==> src/rtl/pc_fetch_sequencer.sv <==
// Fetch sequencer: steps the program counter through instruction fetch using a req/ack
// handshake with instruction memory. Handles redirects, stalls and halt/resume.
module pc_fetch_sequencer #(
  parameter int unsigned        ADDR_W    = 18,
  parameter logic [ADDR_W-1:0]  RESET_VEC = '0,
  parameter int unsigned        INC       = 1
) (
  input  logic              clk,
  input  logic              rst,
  input  logic [ADDR_W-1:0] pc_cur,
  output logic              re_PC,
  output logic              wr_PC,
  output logic [ADDR_W-1:0] pc_next,
  output logic              imem_req,
  output logic [ADDR_W-1:0] imem_addr,
  input  logic              imem_ack,
  output logic              instr_valid,
  input  logic              stall,
  input  logic              redirect,
  input  logic [ADDR_W-1:0] redirect_addr,
  input  logic              halt,
  input  logic              resume,
  output logic              halted
);

  typedef enum logic [1:0] {S_INIT, S_ISSUE, S_WAIT, S_HALTED} state_e;

  state_e            state_q, state_d;
  logic [ADDR_W-1:0] fetch_addr_q, fetch_addr_d;
  logic [ADDR_W-1:0] redir_addr_q, redir_addr_d;
  logic              pend_redir_q, pend_redir_d;
  logic              pend_halt_q, pend_halt_d;

  // Next-state and handshake outputs; everything is forced idle while rst is high.
  always_comb begin
    state_d      = state_q;
    fetch_addr_d = fetch_addr_q;
    redir_addr_d = redir_addr_q;
    pend_redir_d = pend_redir_q;
    pend_halt_d  = pend_halt_q;
    re_PC        = 1'b0;
    wr_PC        = 1'b0;
    pc_next      = '0;
    imem_req     = 1'b0;
    imem_addr    = '0;
    instr_valid  = 1'b0;

    case (state_q)
      S_INIT: begin
        wr_PC   = 1'b1;
        pc_next = RESET_VEC;
        state_d = S_ISSUE;
      end
      S_ISSUE: begin
        if (redirect) begin
          wr_PC   = 1'b1;
          pc_next = redirect_addr;
        end else if (halt) begin
          state_d = S_HALTED;
        end else if (!stall) begin
          re_PC        = 1'b1;
          imem_req     = 1'b1;
          imem_addr    = pc_cur;
          fetch_addr_d = pc_cur;
          state_d      = S_WAIT;
        end
      end
      S_WAIT: begin
        imem_req  = 1'b1;
        imem_addr = fetch_addr_q;
        if (imem_ack) begin
          wr_PC = 1'b1;
          // A redirect seen at any point during the fetch squashes the instruction.
          if (redirect) begin
            pc_next = redirect_addr;
          end else if (pend_redir_q) begin
            pc_next = redir_addr_q;
          end else begin
            instr_valid = 1'b1;
            pc_next     = fetch_addr_q + ADDR_W'(INC);
          end
          pend_redir_d = 1'b0;
          pend_halt_d  = 1'b0;
          state_d      = (pend_halt_q || halt) ? S_HALTED : S_ISSUE;
        end else begin
          if (redirect) begin
            pend_redir_d = 1'b1;
            redir_addr_d = redirect_addr;
          end
          if (halt) begin
            pend_halt_d = 1'b1;
          end
        end
      end
      S_HALTED: begin
        if (redirect) begin
          wr_PC   = 1'b1;
          pc_next = redirect_addr;
        end
        if (resume && !halt) begin
          state_d = S_ISSUE;
        end
      end
      default: state_d = S_INIT;
    endcase

    if (rst) begin
      re_PC       = 1'b0;
      wr_PC       = 1'b0;
      pc_next     = '0;
      imem_req    = 1'b0;
      imem_addr   = '0;
      instr_valid = 1'b0;
    end
  end

  assign halted = (state_q == S_HALTED) && !rst;

  always_ff @(posedge clk or posedge rst) begin
    if (rst) begin
      state_q      <= S_INIT;
      fetch_addr_q <= '0;
      redir_addr_q <= '0;
      pend_redir_q <= 1'b0;
      pend_halt_q  <= 1'b0;
    end else begin
      state_q      <= state_d;
      fetch_addr_q <= fetch_addr_d;
      redir_addr_q <= redir_addr_d;
      pend_redir_q <= pend_redir_d;
      pend_halt_q  <= pend_halt_d;
    end
  end

endmodule

==> config.mk <==
export PLATFORM = sky130hd
export DESIGN_NAME = pc_fetch_sequencer
export DESIGN_NICKNAME = d
export VERILOG_FILES = /design/src/rtl/pc_fetch_sequencer.sv
export SDC_FILE = /design/constraint.sdc
export NUM_CORES = 1
export LEC_CHECK = 0
export BUFFER_PORTS_ARGS = -buffer_cell sky130_fd_sc_hd__buf_2
export CORE_AREA = 4 4 88 90
export CTS_CLUSTER_SIZE = 14
export DETAILED_ROUTE_END_ITERATION = 16
export DIE_AREA = 0 0 92 94
export MAX_ROUTING_LAYER = met4
export PLACE_DENSITY = 0.64
export SYNTH_ARGS = -nofsm -noshare
export SYNTH_HDL_FRONTEND = slang
export SYNTH_SLANG_ARGS = --single-unit
export TNS_END_PERCENT = 10
==> constraint.sdc <==
create_clock -name clk -period 3.3 [get_ports clk]
set_input_delay 0.495 -clock clk [delete_from_list [all_inputs] [get_ports clk]]
set_output_delay 0.495 -clock clk [all_outputs]
set_load 0.005 [all_outputs]
==> results of run 1 <==
## cells by family (layout without fill, tap and decap cells)
| kind of cell | after synthesis | in the layout | share of synthesized area (%) |
|---|---|---|---|
| and+or+nand+nor | 155 | 155 | 27.36 |
| AOI/OAI and AO/OA | 72 | 72 | 16.30 |
| DFF | 40 | 40 | 37.16 |
| buffers and inverters | 34 | 109 | 5.202 |
| muxes | 23 | 23 | 9.382 |
| xor gates and xnor gates | 7 | 7 | 2.276 |
| adders and majority gates | 5 | 5 | 2.322 |
## layout make-up
cell class | count | share of cell area (%)
multi-input cells | 262 | 47.29
flip-flops and latches | 40 | 30.36
repair buffers | 89 | 13.97
well taps | 99 | 3.757
clock buffers | 6 | 2.201
inverters | 12 | 1.366
clock inverters | 2 | 1.063
## power by group through the flow
stage               combinational (mW)  clock, mW  sequential [mW]
CTS                              0.918      0.403             1.03
floorplan                        0.768          0            0.885
finish                           0.908      0.393             1.04
global route                      1.04      0.430             1.08
detailed placement               0.915          0             1.04
global placement                 0.897          0             1.02
## path summary, 6_finish.rpt
| check | startpoint | endpoint | slack, ns | cells after the start |
|---|---|---|---|---|
| worst max-delay path | state_q[1] | pc_next[16] | 0.48 | 7 |
| worst min-delay path | rst | pend_redir_q | 0.40 | 3 |
| worst max register to register | state_q[1] | fetch_addr_q[13] | 1.36 | 5 |
| worst min register to register | redir_addr_q[16] | redir_addr_q[16] | 0.50 | 2 |
| max in group asynchronous | rst | redir_addr_q[12] | 2.54 | 3 |
| min in group clk | pc_cur[13] | fetch_addr_q[13] | 0.42 | 3 |
## placed cells by master (no fill, tap or decap), types with 3 or more instances in the layout
cell type	netlist	routed
a211oi_1	3	3
a21oi_1	33	33
and3_1	3	3
and4_1	4	4
buf_2	7	83
buf_4	1	6
clkbuf_8	0	5
dfrtp_1	40	40
ha_1	5	5
inv_1	12	12
mux2_2	18	18
mux2i_1	5	5
nand2_1	89	89
nand2b_1	3	3
nand3_1	5	5
nand3b_1	4	4
nand4_1	5	5
nor2_1	19	19
nor2b_1	4	4
nor3_1	6	6
nor4_1	4	4
o21ai_0	16	16
xnor2_1	5	5
## critical path, cell delays in order (launching register included)
cell	delay, ns
dfrtp_1	0.41
inv_1	0.10
ha_1	0.27
o21ai_0	0.21
a21o_1	0.36
a221o_1	0.31
nor3_1	0.22
buf_2	0.16
## registers in the layout (all words and copies together), names as in the netlist
name and cells:
fetch_addr_q 18, pend_halt_q 1, pend_redir_q 1, redir_addr_q 18, state_q 2
## per-layer routing
metal | part of all wire (%) | up-vias | wire, µm
met4 | 0.94 | 0 | 68
met2 | 44 | 79 | 3208
met1 | 49 | 1183 | 3565
met3 | 5.9 | 7 | 427
li1 | - | 1312 | -
met5 | 0 | - | 0
## through the flow
step / cell area [µm²] / power [mW]
after global routing: 3297 / 2.545
after detailed placement: 3189 / 1.952
after floorplan: 2694 / 1.653
final: 3297 / 2.338
after CTS: 3297 / 2.351
after global placement: 3189 / 1.920
==> qor.txt, run 1 <==
DIE WIDTH - 92 µm
top achievable clock speed - 0.3546 GHz
Vias - 2,581
DR WL/cell - 14.25 µm
crit path time final - 2.820 ns
TritonCTS clock tree - built
fill cell count - 758
die area - 8648 µm²
# diodes - 0
Worst EP arrival - 2.33 ns
syn_area_per_cell - 8.017 µm²
Setup TNS - 0 ns
RSZ-0062 raised after global routing - false
starting density of the core - 38.16%
Area growth syn-to-layout - 22.39%
syn_nets - 384
fraction of layout cells with a size suffix above 1 - 30.41%
initial antenna violation count - 0
most common cell in the netlist - nand2_1
Synth cell types - 48
fraction of registers with async set or reset after synthesis - 100.0%
Final Util - 46.70%
initial DRC count - 189
CTS max path bufs - 2
Synth Instances - 336
VDD IR max - 0.0002397 V
Sw Share - 41.05%
Reg power frac - 44.4%
max-slew violations - 0
Post-synth top cells - 89 x nand2_1, 40 x dfrtp_1, 33 x a21oi_1
YS warnings - 0
clk_skew - 0.003417 ns
CP required - 2.80 ns
dominant synthesized flop cell - dfrtp_1
Hold Crit Class - input port to asynchronous set/reset pin
met2 usage - 26.34%
placed cell count - 502
vias in the first global route - 2,508
final setup violation count - 0
H-tree levels - 2
final antenna-violating net count - 0
Worst setup EP type - primary output
Top Usage Layer GRT - met2
TritonRoute pass-1 iters - 6
cts hold-fix bufs - 0
final setup margin - 0.4798 ns
Synth Cell Area - 2694 µm²
root buf cell - clkbuf_8
top cells by area, synth - dfrtp_1 37%, nand2_1 12%, mux2_2 7.5%, a21oi_1 6.1%, o21ai_0 3.0%
Inserted Clock Buffers - 5
largest net degree at the start of global routing - 41
power per cell area - 709.0 nW/µm²
I/O Pins - 84
Multi-input gate area - 1559 µm²
first-pass GRT wire length - 11,910 µm
Resized cells post-CTS - 0
status - completed
global route overflow - 0
DIE HEIGHT - 94 µm
startpoint types - flip-flop
cell taking the most area after synthesis - dfrtp_1
Yosys reg bits - 40
GR Util met1 - 24.36%
Reg clk slew, reported paths - 0.07 ns
Setup Fix Bufs, Post-CTS - 0
hold_ws - 0.3958 ns
Final period util - 85.46%
Max-slew headroom - 42.55%
Net Sw Power - 959.7 µW
Setup CP Type - flip-flop to primary output
Worst-Skew Late Latency - 0.29 ns
Cell Count, Final, Fillers Out - 510
top-area cell type share of the netlist area - 37.16%
vias per std cell - 5.061
dpl ws - 0.7604 ns
clock group share of total power - 16.8%
Max Fanout on Critical Path - 11
Final HPWL DP - 5507 µm
Final nets - 458
Comb pwr share - 38.8%
global routing met3 resource utilization - 3.205%
measured slew at the worst slew-check pin - 0.8618 ns
final WL - 7270 µm
Seq/Total Area, Yosys - 37.16%
number of synthesized flops with an enable pin - 0
Rows - 31
leakage - 1.589 nW
gpl congestion - 0.8190
Core Region - 7059 µm²
CTS Sinks - 40
Hold Violations, Final - 0
total global routing track utilization - 17.44%
drc violations - 0
register area - 1001 µm²
maximum capacitance violations - 0
Port Buf Inserts - 83
P_int - 1.378 mW
No activity file was read; power rests on OpenSTA's default activity.
==> inputs of run 2 (changes only) <==
Settings changed: CELL_PAD_IN_SITES_DETAIL_PLACEMENT set to 1, CELL_PAD_IN_SITES_GLOBAL_PLACEMENT set to 1, CORE_AREA 4 4 88 90 to 4 4 91 93, DIE_AREA 0 0 92 94 to 0 0 95 97, PLACE_DENSITY 0.64 to 0.79.
==> qor.txt, run 2 (synthesized netlist as in run 1, its figures left out) <==
status - completed (unchanged)
CTS Sinks - 40 (unchanged)
Max Fanout on Critical Path - 9 (was 11)
initial DRC count - 124 (was 189)
final setup violation count - 0 (unchanged)
Final period util - 84.75% (was 85.46%)
DR WL/cell - 16.16 µm (was 14.25 µm)
max-slew violations - 0 (unchanged)
Max-slew headroom - 36.27% (was 42.55%)
# diodes - 0 (unchanged)
Cell Count, Final, Fillers Out - 513 (was 510)
largest net degree at the start of global routing - 41 (unchanged)
CP max stage cell - a21oi_2 (was dfrtp_1)
Setup TNS - 0 ns (unchanged)
most frequent cells in the layout - 89 x nand2_1, 83 x buf_2, 40 x dfrtp_1, 33 x a21oi_1, 19 x nor2_1 (unchanged)
power per cell area - 710.9 nW/µm² (was 709.0 nW/µm²)
Core Region - 7527 µm² (was 7059 µm²)
Vias - 2,705 (was 2,581)
Max stage delay on crit path - 0.46 ns (was 0.41 ns)
crit path time final - 2.797 ns (was 2.820 ns)
initial antenna violation count - 0 (unchanged)
cts hold-fix bufs - 0 (unchanged)
CTS max path bufs - 2 (unchanged)
TritonCTS clock tree - built (unchanged)
startpoint types - flip-flop (unchanged)
hold_ws - 0.4072 ns (was 0.3958 ns)
TritonRoute pass-1 iters - 4 (was 6)
Rows - 32 (was 31)
Setup CP Type - flip-flop to primary output (unchanged)
measured slew at the worst slew-check pin - 0.9560 ns (was 0.8618 ns)
vias in the first global route - 2,740 (was 2,508)
Final HPWL DP - 6280 µm (was 5507 µm)
leakage - 1.585 nW (was 1.589 nW)
final antenna-violating net count - 0 (unchanged)
clk_skew - 0.01200 ns (was 0.003417 ns)
maximum capacitance violations - 0 (unchanged)
fraction of layout cells with a size suffix above 1 - 30.66% (was 30.41%)
Area growth syn-to-layout - 21.97% (was 22.39%)
Hold Crit Class - input port to asynchronous set/reset pin (unchanged)
Final Util - 43.65% (was 46.70%)
DIE WIDTH - 95 µm (was 92 µm)
Inserted Clock Buffers - 5 (unchanged)
Resized cells post-CTS - 0 (unchanged)
Hold Violations, Final - 0 (unchanged)
starting density of the core - 35.79% (was 38.16%)
drc violations - 0 (unchanged)
DIE HEIGHT - 97 µm (was 94 µm)
first-pass GRT wire length - 13,730 µm (was 11,910 µm)
vias per std cell - 5.273 (was 5.061)
Worst setup EP type - primary output (unchanged)
total global routing track utilization - 19.05% (was 17.44%)
Worst EP arrival - 2.30 ns (was 2.33 ns)
Final nets - 458 (unchanged)
placed cell count - 505 (was 502)
Worst-Skew Late Latency - 0.29 ns (about the same)
Reg clk slew, reported paths - 0.09 ns (was 0.07 ns)
VDD IR max - 0.0002466 V (was 0.0002397 V)
CP required - 2.80 ns (about the same)
root buf cell - clkbuf_8 (unchanged)
commonest non-fill, non-tap cell in the layout - nand2_1 (unchanged)
RSZ-0062 raised after global routing - false (unchanged)
H-tree levels - 2 (unchanged)
global route overflow - 0 (unchanged)
final WL - 8292 µm (was 7270 µm)
Setup Fix Bufs, Post-CTS - 0 (unchanged)
top achievable clock speed - 0.3575 GHz (was 0.3546 GHz)
Port Buf Inserts - 83 (unchanged)
cells along the critical path - inv_1 > ha_1 > o21ai_0 > a21oi_2 > o221ai_1 > nor3_1 > buf_2 (was inv_1 > ha_1 > o21ai_0 > a21o_1 > a221o_1 > nor3_1 > buf_2)
die area - 9215 µm² (was 8648 µm²)
I/O Pins - 84 (unchanged)
gpl congestion - 0.8555 (was 0.8190)
Top Registers - fetch_addr_q x18, redir_addr_q x18, state_q x2 (unchanged)
[run 2: metal layers]
| layer | part of all wire, % | vias up | global-route usage, % |
|---|---|---|---|
| li1 | - | 1320 | - |
| met1 | 47 | 1287 | 26.28 |
| met2 | 47 | 86 | 29.12 |
| met3 | 4.2 | 12 | 2.566 |
| met4 | 1.8 | 0 | 5.549 |
| met5 | 0 | - | - |
[run 2: critical path, delay by kind of cell, from the launching register on]
| family | cells | cell delay [ns] |
|---|---|---|
| AO/OA/AOI/OAI | 3 | 0.88 |
| adder cells (fa/ha/maj) | 1 | 0.27 |
| buffers and inverters | 2 | 0.24 |
| flip-flops | 1 | 0.40 |
| AND/OR/NAND/NOR | 1 | 0.22 |
[run 2: final cells by class]
class / count / area (µm²)
clock buffers: 6 / 82.58
fillers: 982 / 4242
flip-flops and latches: 40 / 1001
clock inverters: 2 / 10.01
inverters: 12 / 45.04
repair buffers: 89 / 460.4
multi-input cells: 262 / 1559
well taps: 102 / 127.6
[run 2: per-stage QoR]
step | power (mW) | worst slack (ns) | area (µm²)
2_1_floorplan | 1.653 | 0.6316 | 2694
3_3_place_gp | 1.936 | 0.8031 | 3193
3_5_place_dp | 2.006 | 0.8153 | 3193
4_1_cts | 2.348 | 0.4916 | 3286
5_1_grt | 2.546 | 0.2370 | 3286
6_report | 2.336 | 0.5031 | 3286
[run 2: final timing paths]
kind	slack (ns)	cells past startpoint	startpoint	endpoint
min	0.41	3	rst	redir_addr_q[0]
min in group clk	0.43	3	pc_cur[14]	fetch_addr_q[14]
max reg2reg	1.35	5	state_q[1]	fetch_addr_q[5]
min reg2reg	0.51	1	redir_addr_q[9]	redir_addr_q[9]
max	0.50	7	state_q[1]	pc_next[14]
max in group asynchronous	2.53	3	rst	fetch_addr_q[12]
[run 2: power by group]
group | leakage (nW) | total, mW | switching [mW] | internal (mW)
combinational | 1.04 | 0.953 | 0.520 | 0.434
clock | 0.0510 | 0.340 | 0.173 | 0.167
sequential | 0.496 | 1.04 | 0.319 | 0.723
